$ cat config.mk
export PLATFORM = sky130hd
export DESIGN_NAME = dmem_mmio
export DESIGN_NICKNAME = d
export VERILOG_FILES = /design/src/rtl/dmem_mmio_pkg.sv /design/src/rtl/dmem_mmio_timer.sv /design/src/rtl/dmem_mmio.sv
export SDC_FILE = /design/constraint.sdc
export NUM_CORES = 2
export LEC_CHECK = 0
export CAP_MARGIN = 5
export CELL_PAD_IN_SITES_DETAIL_PLACEMENT = 1
export CELL_PAD_IN_SITES_GLOBAL_PLACEMENT = 1
export CORE_ASPECT_RATIO = 0.9
export CORE_MARGIN = 2
export CORE_UTILIZATION = 48
export CTS_CLUSTER_SIZE = 8
export DETAILED_ROUTE_END_ITERATION = 10
export HOLD_SLACK_MARGIN = 0.08
export PLACE_DENSITY_LB_ADDON = 0.1
export SKIP_CTS_REPAIR_TIMING = 1
export SLEW_MARGIN = 10
export SYNTH_ARGS = -nofsm -noshare
export SYNTH_HDL_FRONTEND = slang
export SYNTH_SLANG_ARGS = --single-unit
export TNS_END_PERCENT = 10
$ cat constraint.sdc
create_clock -name CLK -period 67.3 [get_ports CLK]
set_clock_uncertainty 0.05 [all_clocks]
set_input_delay 6.73 -clock CLK [delete_from_list [all_inputs] [get_ports CLK]]
set_output_delay 6.73 -clock CLK [all_outputs]
set_load 0.1 [all_outputs]
$ cat src/rtl/dmem_mmio_pkg.sv
// Shared constants for the data-side memory slave: address regions, MMIO
// register offsets and timer control bit positions.
package dmem_mmio_pkg;

  localparam logic [3:0] REGION_RAM  = 4'h0;
  localparam logic [3:0] REGION_MMIO = 4'h4;

  localparam logic [1:0] OFF_GPIO   = 2'd0;
  localparam logic [1:0] OFF_TCOUNT = 2'd1;
  localparam logic [1:0] OFF_TCMP   = 2'd2;
  localparam logic [1:0] OFF_TCTRL  = 2'd3;

  localparam int TCTRL_EN   = 0;
  localparam int TCTRL_FLAG = 1;
  localparam int TCTRL_AUTO = 2;

endpackage

$ cat src/rtl/dmem_mmio_timer.sv
// Memory-mapped 32-bit timer: counter, compare, control with sticky W1C flag
// and optional auto-reload on match.
module mmio_timer
  import dmem_mmio_pkg::*;
#(
  parameter int DATA_WIDTH = 32
) (
  input  logic                  CLK,
  input  logic                  RST,
  input  logic                  wr_en,
  input  logic [1:0]            offset,
  input  logic [DATA_WIDTH-1:0] write_data,
  output logic [DATA_WIDTH-1:0] read_data,
  output logic                  irq
);

  logic [DATA_WIDTH-1:0] count;
  logic [DATA_WIDTH-1:0] cmp;
  logic                  en;
  logic                  auto;
  logic                  flag;
  logic                  match;
  logic                  wr_count;
  logic                  wr_cmp;
  logic                  wr_ctrl;

  assign match    = en && (count == cmp);
  assign wr_count = wr_en && (offset == OFF_TCOUNT);
  assign wr_cmp   = wr_en && (offset == OFF_TCMP);
  assign wr_ctrl  = wr_en && (offset == OFF_TCTRL);

  // A software load of the counter beats both increment and auto-reload.
  always_ff @(posedge CLK or posedge RST) begin
    if (RST) begin
      count <= '0;
    end else if (wr_count) begin
      count <= write_data;
    end else if (en) begin
      if (match && auto) count <= '0;
      else               count <= count + DATA_WIDTH'(1);
    end
  end

  always_ff @(posedge CLK or posedge RST) begin
    if (RST) begin
      cmp  <= '0;
      en   <= 1'b0;
      auto <= 1'b0;
    end else begin
      if (wr_cmp) cmp <= write_data;
      if (wr_ctrl) begin
        en   <= write_data[TCTRL_EN];
        auto <= write_data[TCTRL_AUTO];
      end
    end
  end

  // A hardware set in the same cycle as a W1C leaves the flag high.
  always_ff @(posedge CLK or posedge RST) begin
    if (RST) begin
      flag <= 1'b0;
    end else if (match) begin
      flag <= 1'b1;
    end else if (wr_ctrl && write_data[TCTRL_FLAG]) begin
      flag <= 1'b0;
    end
  end

  always_comb begin
    read_data = '0;
    case (offset)
      OFF_TCOUNT: read_data = count;
      OFF_TCMP:   read_data = cmp;
      OFF_TCTRL: begin
        read_data[TCTRL_EN]   = en;
        read_data[TCTRL_FLAG] = flag;
        read_data[TCTRL_AUTO] = auto;
      end
      default:    read_data = '0;
    endcase
  end

  assign irq = flag;

endmodule

$ cat src/rtl/dmem_mmio.sv
// Data-side slave of the single-cycle core: word RAM, GPIO register and timer
// behind a combinational, zero-latency read path.
module dmem_mmio
  import dmem_mmio_pkg::*;
#(
  parameter int DATA_WIDTH    = 32,
  parameter int RAM_DEPTH     = 64,
  parameter int RAM_ADDR_BITS = 6
) (
  input  logic                  CLK,
  input  logic                  RST,
  input  logic [31:0]           addr,
  input  logic [DATA_WIDTH-1:0] write_data,
  input  logic                  mem_write,
  output logic [DATA_WIDTH-1:0] read_data,
  output logic [DATA_WIDTH-1:0] gpio_out,
  output logic                  timer_irq
);

  logic [DATA_WIDTH-1:0]    ram [RAM_DEPTH];
  logic [RAM_ADDR_BITS-1:0] ram_index;
  logic [1:0]               offset;
  logic                     ram_sel;
  logic                     mmio_sel;
  logic [DATA_WIDTH-1:0]    timer_read;
  logic                     unused_addr;

  assign ram_index   = addr[RAM_ADDR_BITS+1:2];
  assign offset      = addr[3:2];
  assign ram_sel     = (addr[31:28] == REGION_RAM);
  assign mmio_sel    = (addr[31:28] == REGION_MMIO);
  assign unused_addr = ^{addr[27:RAM_ADDR_BITS+2], addr[1:0]};

  // Reset clears every RAM word, so the array lives in flops rather than a macro.
  always_ff @(posedge CLK or posedge RST) begin
    if (RST) begin
      for (int i = 0; i < RAM_DEPTH; i++) ram[i] <= '0;
    end else if (mem_write && ram_sel) begin
      ram[ram_index] <= write_data;
    end
  end

  always_ff @(posedge CLK or posedge RST) begin
    if (RST) begin
      gpio_out <= '0;
    end else if (mem_write && mmio_sel && (offset == OFF_GPIO)) begin
      gpio_out <= write_data;
    end
  end

  mmio_timer #(
    .DATA_WIDTH (DATA_WIDTH)
  ) u_timer (
    .CLK        (CLK),
    .RST        (RST),
    .wr_en      (mem_write && mmio_sel),
    .offset     (offset),
    .write_data (write_data),
    .read_data  (timer_read),
    .irq        (timer_irq)
  );

  always_comb begin
    read_data = '0;
    if (ram_sel) begin
      read_data = ram[ram_index];
    end else if (mmio_sel) begin
      if (offset == OFF_GPIO) read_data = gpio_out;
      else                    read_data = timer_read;
    end
  end

endmodule

# --- Yosys cells after proc, flatten, opt, wreduce, memory -nomap -nowiden ---
# Index checks and enable logic that the tools add are counted.
classes:
  addsub: 1
  magnitude_cmp: 2
  eq_ne: 5
  n_mux: 16
  bitwise_logic: 1
  reduce_logical: 14
ops:
  columns: ["operator", "n"]
  rows:
  - ["$bwmux W2048", 1]
  - ["$mux W32", 9]
  - ["$bmux W32 S6", 1]
  - ["$demux W32 S6", 1]
  - ["$pmux W29 S2", 1]
  - ["$add A32 B1 Y32 const B", 1]
  - ["$eq A32 B32 Y1", 1]
  - ["$logic_and A1 B1 Y1", 10]
  - ["$pmux W3 S3", 1]
  - ["$ge A7 B7 Y1 const B", 1]
  - ["$lt A7 B1 Y1 const B", 1]
  - ["$not A6 Y7", 1]
  - ["$eq A2 B2 Y1 const B", 2]
  - ["$eq A4 B3 Y1 const B", 1]
  - ["$logic_not A4 Y1", 1]
  - ["$reduce_bool A2 Y1", 2]
  - ["$eq A2 B1 Y1 const B", 1]
  - ["$logic_not A2 Y1", 1]
  - ["$mux W1", 2]
word_totals:
  regBits: 2147
  in_bits: 67
  out_inout_bits: 65

# --- Logic depth before layout (Yosys ltp) ---
depth:
  depth_word: 6
  depth_mapped: 14
  mapped_depth_nobuf: 8

# --- By module ---
# From an unflattened synthesis, not the netlist that was laid out.
hier_totals:
  hier_cells: 7273
  hier_area_um2: 99929.6
modules_own_cells:
  columns: ["mod", "n_inst", "cells_per_inst", "area_each_um2", "seq_area_each_um2"]
  rows:
  - ["dmem_mmio", 1, 6758, 95387.7, 52049.9]
  - ["mmio_timer", 1, 515, 4541.9, 1676.6]

# --- Least setup slack after synthesis ---
# OpenSTA, ideal clock, no wires.
synth_timing:
  kind: "input to output"
  startpoint: "in addr[3]"
  endpoint: "out read_data[2]"
  t_arrival_ns: 10.302
  required_ns: 60.520
  slack_ns: 50.218
  cell_stages: 12
  cell_sequence: "buf_4 -> buf_4 -> inv_1 -> clkbuf_1 -> clkbuf_1 -> ha_1 -> clkbuf_1 -> clkbuf_1 -> a222oi_1 -> a21oi_1 -> o21ai_0 -> a31oi_1"
synth_between:
  elab_chain_cells: 5
  word_cells_on_any_way: 12
  cone_classes: "eq/ne: 3; mux: 7; bitwise: 1; reduce/logical: 1"
synth_lines:
  columns: ["element", "line_no", "source"]
  rows:
  - ["start, declared", "dmem_mmio.sv:12", "input logic [31:0] addr,"]
  - ["$not A6 Y7 (implied by the code), or another cell as far along", "dmem_mmio.sv:66", "read_data = ram[ram_index];"]
  - ["$bmux W32 S6 / $pmux W3 S3 (equally long branches)", "dmem_mmio.sv:66, dmem_mmio_timer.sv:71", null]
  - ["$mux W32 (on tied branches)", "dmem_mmio.sv:66, dmem_mmio.sv:68", null]
  - ["$mux W32 (on tied branches)", "dmem_mmio.sv:66, dmem_mmio.sv:67", null]
  - ["$mux W32 *", "dmem_mmio.sv:65", "if (ram_sel) begin"]
  - ["end, declared", "dmem_mmio.sv:15", "output logic [DATA_WIDTH-1:0] read_data,"]
# Mark *: on every way between the ends. The rest lies on a longest branch, timed or not. The select of a mux whose other input is x is not followed.

# --- Worst setup path in the final report ---
layout_timing:
  startpoint: "in addr[3]"
  endpoint: "out read_data[3]"
layout_between:
  elab_chain_cells: 5
  word_cells_on_any_way: 11
  cone_classes: "eq/ne: 2; mux: 7; bitwise: 1; reduce/logical: 1"
layout_lines:
  columns: ["element", "line_no"]
  rows:
  - ["$not A6 Y7 (implied by the code), or another cell as far along", "dmem_mmio.sv:66"]
  - ["$bmux W32 S6 / $pmux W29 S2 (equally long branches)", "dmem_mmio.sv:66, dmem_mmio_timer.sv:71"]
  - ["$mux W32 (on tied branches)", "dmem_mmio.sv:66, dmem_mmio.sv:68"]
  - ["$mux W32 (on tied branches)", "dmem_mmio.sv:66, dmem_mmio.sv:67"]
  - ["$mux W32 *", "dmem_mmio.sv:65"]
# Marks and branches as above.

==> summary.md <==
| Metric | Value |
|---|---|
| MaxCap Viol Count | `0` |
| Fin crit period | `roughly 20 ns` |
| Synthesized instance count | `a little over 7000` |
| Post-synth top area share | `a little over half` |
| Initial antenna violation count | `29` |
| Maximum clock rate | `0.0507 GHz` |
| Reg2Reg Depth | `6` |
| RR Endpoint | `u_timer.count[29]$_DFFE_PP0P_` |
| Worst vdd ir | `roughly 26 uV` |
| R2R Setup Slk | `64.47 ns` |
| Non-Filler Instances | `roughly 10000` |
| Yosys warning count | `0` |
| Worst Tran Pin Value | `~1.2 ns` |
| Primary FF master, synth | `dfrtp_1` |
| Layout cells sized above 1 | `approximately 43%` |
| Total CTS buffers | `between 300 and 400` |
| Post-synthesis cell type count | `around 70` |
| Seq/Total Area, Yosys | `a little over half` |
| Startpoint Class | `primary input` |
| Worst EP required | `around 61 ns` |
| Vias | `between 60000 and 70000` |
| Unrepaired setup endpoints after global routing | `no` |
| Synthesis-stage register bit count | `between 2000 and 2500` |
| Syn nets | `between 7000 and 8000` |
| Synth top area cells | `dfrtp_1 (54%), mux2_2 (26%), mux4_2 (2.9%)` |
| CP Capture Point | `read_data[3]` |
| Die W | `between 400 and 500 um` |
| Area growth from synthesis to layout | `11.6%` |
| Antenna viol nets, final | `0` |
| Placer Congestion | `slightly below 0.9` |
| Crit path DAT | `around 13 ns` |
| Final hold viol count | `0` |
| Htree depth | `5` |
| Crit path kind | `primary input to primary output` |
| Drt wl/cell | `38.4 um` |
| Max_slew headroom | `~20%` |
| Hold Crit Class | `flip-flop to flip-flop` |
| Global-route wire length before repair | `around 540000 um` |
| DR iter-0 viols | `7220` |
| # rows | `about 160` |
| Worst-path clk slew | `~0.05 ns` |
| Die area | `210000 um2` |
| Placed Cells incl. Taps | `between 9000 and 10000` |
| GRT Util Overall | `roughly 36%` |
| CTS max path bufs | `4` |
| Drc violations | `0` |
| Final #Nets | `7239` |
| Overflow after GRT | `0` |
| Final setup vio count | `0` |
| Largest net degree at the start of global routing | `roughly 170` |
| Setup_tns | `0 ns` |
| Syn Area/Cell | `~14 um2` |
| Vias in the first global route | `70600` |
| Final Cycle Share | `between 20% and 30%` |
| CP Launch Point | `addr[3]` |
| Total clock sinks | `~2100` |
| Crit path max fanout | `50` |
| CTS Root Cell | `clkbuf_16` |
| Post-synth EDFFs | `0` |
| Leakage power | `approximately 53 nW` |
| Core box area | `between 200000 and 250000 um2` |
| Die Height | `roughly 440 um` |
| Clk Latency, worst-skew pair | `around 0.95 ns` |
| R2r startpoint | `u_timer.count[6]$_DFFE_PP0P_` |
| Post-DP HPWL | `between 200000 and 250000 um` |
| Starting Density | `48.2%` |
| CTS tree | `done` |
| Vias per std cell | `about 7` |
| Port buffer count | `between 100 and 150` |
| Post-Syn Area | `around 99000 um2` |
| Ys async rst share | `between 90% and 100%` |
| Status | `complete, no violations` |
| Final Max Tran Viols | `0` |
| Routed wire length | `roughly 380000 um` |
| Drt first pass iters | `6` |
| P per Cell Area | `between 20 and 30 nW/um2` |
| Io pins | `approximately 130` |
| Cell taking the most area after synthesis | `dfrtp_1` |
| Crit. End Element | `primary output` |
[how the worst min path moves through the flow]
stage	startpoint	to	slack [ns]	cells past startpoint
after global placement	ram[705]$_DFFE_PP0P_	ram[705]$_DFFE_PP0P_	0.41	1
final	ram[603]$_DFFE_PP0P_	ram[603]$_DFFE_PP0P_	0.44	1
after detailed placement	ram[1356]$_DFFE_PP0P_	ram[1356]$_DFFE_PP0P_	0.43	1
after global routing	ram[1356]$_DFFE_PP0P_	ram[1356]$_DFFE_PP0P_	0.45	1
after CTS	ram[1356]$_DFFE_PP0P_	ram[1356]$_DFFE_PP0P_	0.44	1
after floorplan	ram[1355]$_DFFE_PP0P_	ram[1355]$_DFFE_PP0P_	0.40	1
[worst max-delay path, stage by stage]
cell             delay (ns)
buf_8                  0.26
buf_4                  0.58
buf_4                  0.70
buf_4                  0.55
buf_4                  0.68
nand2b_1               0.48
buf_4                  0.36
o22ai_1                0.13
a31oi_1                0.06
o221ai_1               0.18
a221oi_1               0.24
a21oi_1                0.48
clkdlybuf4s50_1        1.24
[per-layer routing]
layer | part of all wire [%] | GRT usage (%) | vias to the layer above
li1 | - | - | 26600
met1 | 42 | 50.3 | 37000
met2 | 44 | 53.8 | 3144
met3 | 8.8 | 8.05 | 879
met4 | 4.9 | 15.9 | 16
met5 | 0.022 | 0 | -
[logic make-up after synthesis]
kind of cell / count (synthesis) / synth area share (%)
AND/OR/NAND/NOR: 549 / 2.57
multiplexers: 2687 / 31.6
adder cells (fa/ha/maj): 5 / 0.0631
XOR/XNOR: 46 / 0.406
buffers and inverters: 767 / 3.52
AO/OA/AOI/OAI: 1060 / 7.69
flip-flops: 2147 / 54.2
[flip-flops by register name, indices dropped and copies added, names as in the netlist]
signal	flops
u_timer.cmp	32
gpio_out	32
ram	2048
u_timer.en	1
u_timer.irq	1
u_timer.auto	1
u_timer.count	32
[through the flow]
step	utilization [%]	total power, mW	instance area (um2)	hold slack (ns)	setup slack (ns)
finish	53.8	2.99	111000	0.435	47.59
global route	53.8	3.07	111000	0.448	47.54
CTS	53.8	3.00	111000	0.438	47.77
detailed placement	49.8	1.60	102000	0.427	47.77
global placement	49.8	1.59	102000	0.412	47.73
floorplan	-	1.51	99200	0.402	30.70
[cells in the final DEF (no fill, tap or decap), drive strengths merged, types with 14 or more instances in the layout]
master         synthesis  routed
mux2                2299    2299
dfrtp               2147    2147
clkbuf               358     331
buf                  393     264
mux2i                262     262
a221oi               240     240
a22oi                216     216
nand2                189     189
nor2                 162     162
a21oi                158     158
o21ai                151     151
mux4                 126     126
clkdlybuf4s50          0      73
o22ai                 71      71
nand3                 48      48
a221o                 39      39
a31oi                 31      31
nand4                 26      26
xor2                  24      24
nor3                  23      23
nand2b                22      22
a22o                  22      22
xnor2                 22      22
and3                  21      21
inv                   15      16
o211ai                14      14
nor4                  14      14
[power by group]
part / switching [mW] / internal, mW
clock network: 0.557 / 0.847
registers: 0.0241 / 1.32
logic: 0.175 / 0.0643
total: 0.756 / 2.23
[final cells by class]
| cell class | count | area, um2 |
|---|---|---|
| Tap cell | 2720 | 3400 |
| Sequential cell | 2147 | 53700 |
| Multi-Input combinational cell | 4347 | 42500 |
| Antenna cell | 8 | 20.0 |
| Inverter | 16 | 73.8 |
| Fill cell | 19500 | 95100 |
| Clock buffer | 331 | 8210 |
| Timing Repair Buffer | 337 | 2780 |
| Clock inverter | 2 | 17.5 |
[cell usage after synthesis (all sizes together), types with 48 or more instances]
cell and number:
mux2 2299, dfrtp 2147, buf 393, clkbuf 358
mux2i 262, a221oi 240, a22oi 216, nand2 189
nor2 162, a21oi 158, o21ai 151, mux4 126
o22ai 71, nand3 48
Power figures use the tool's default switching activity.
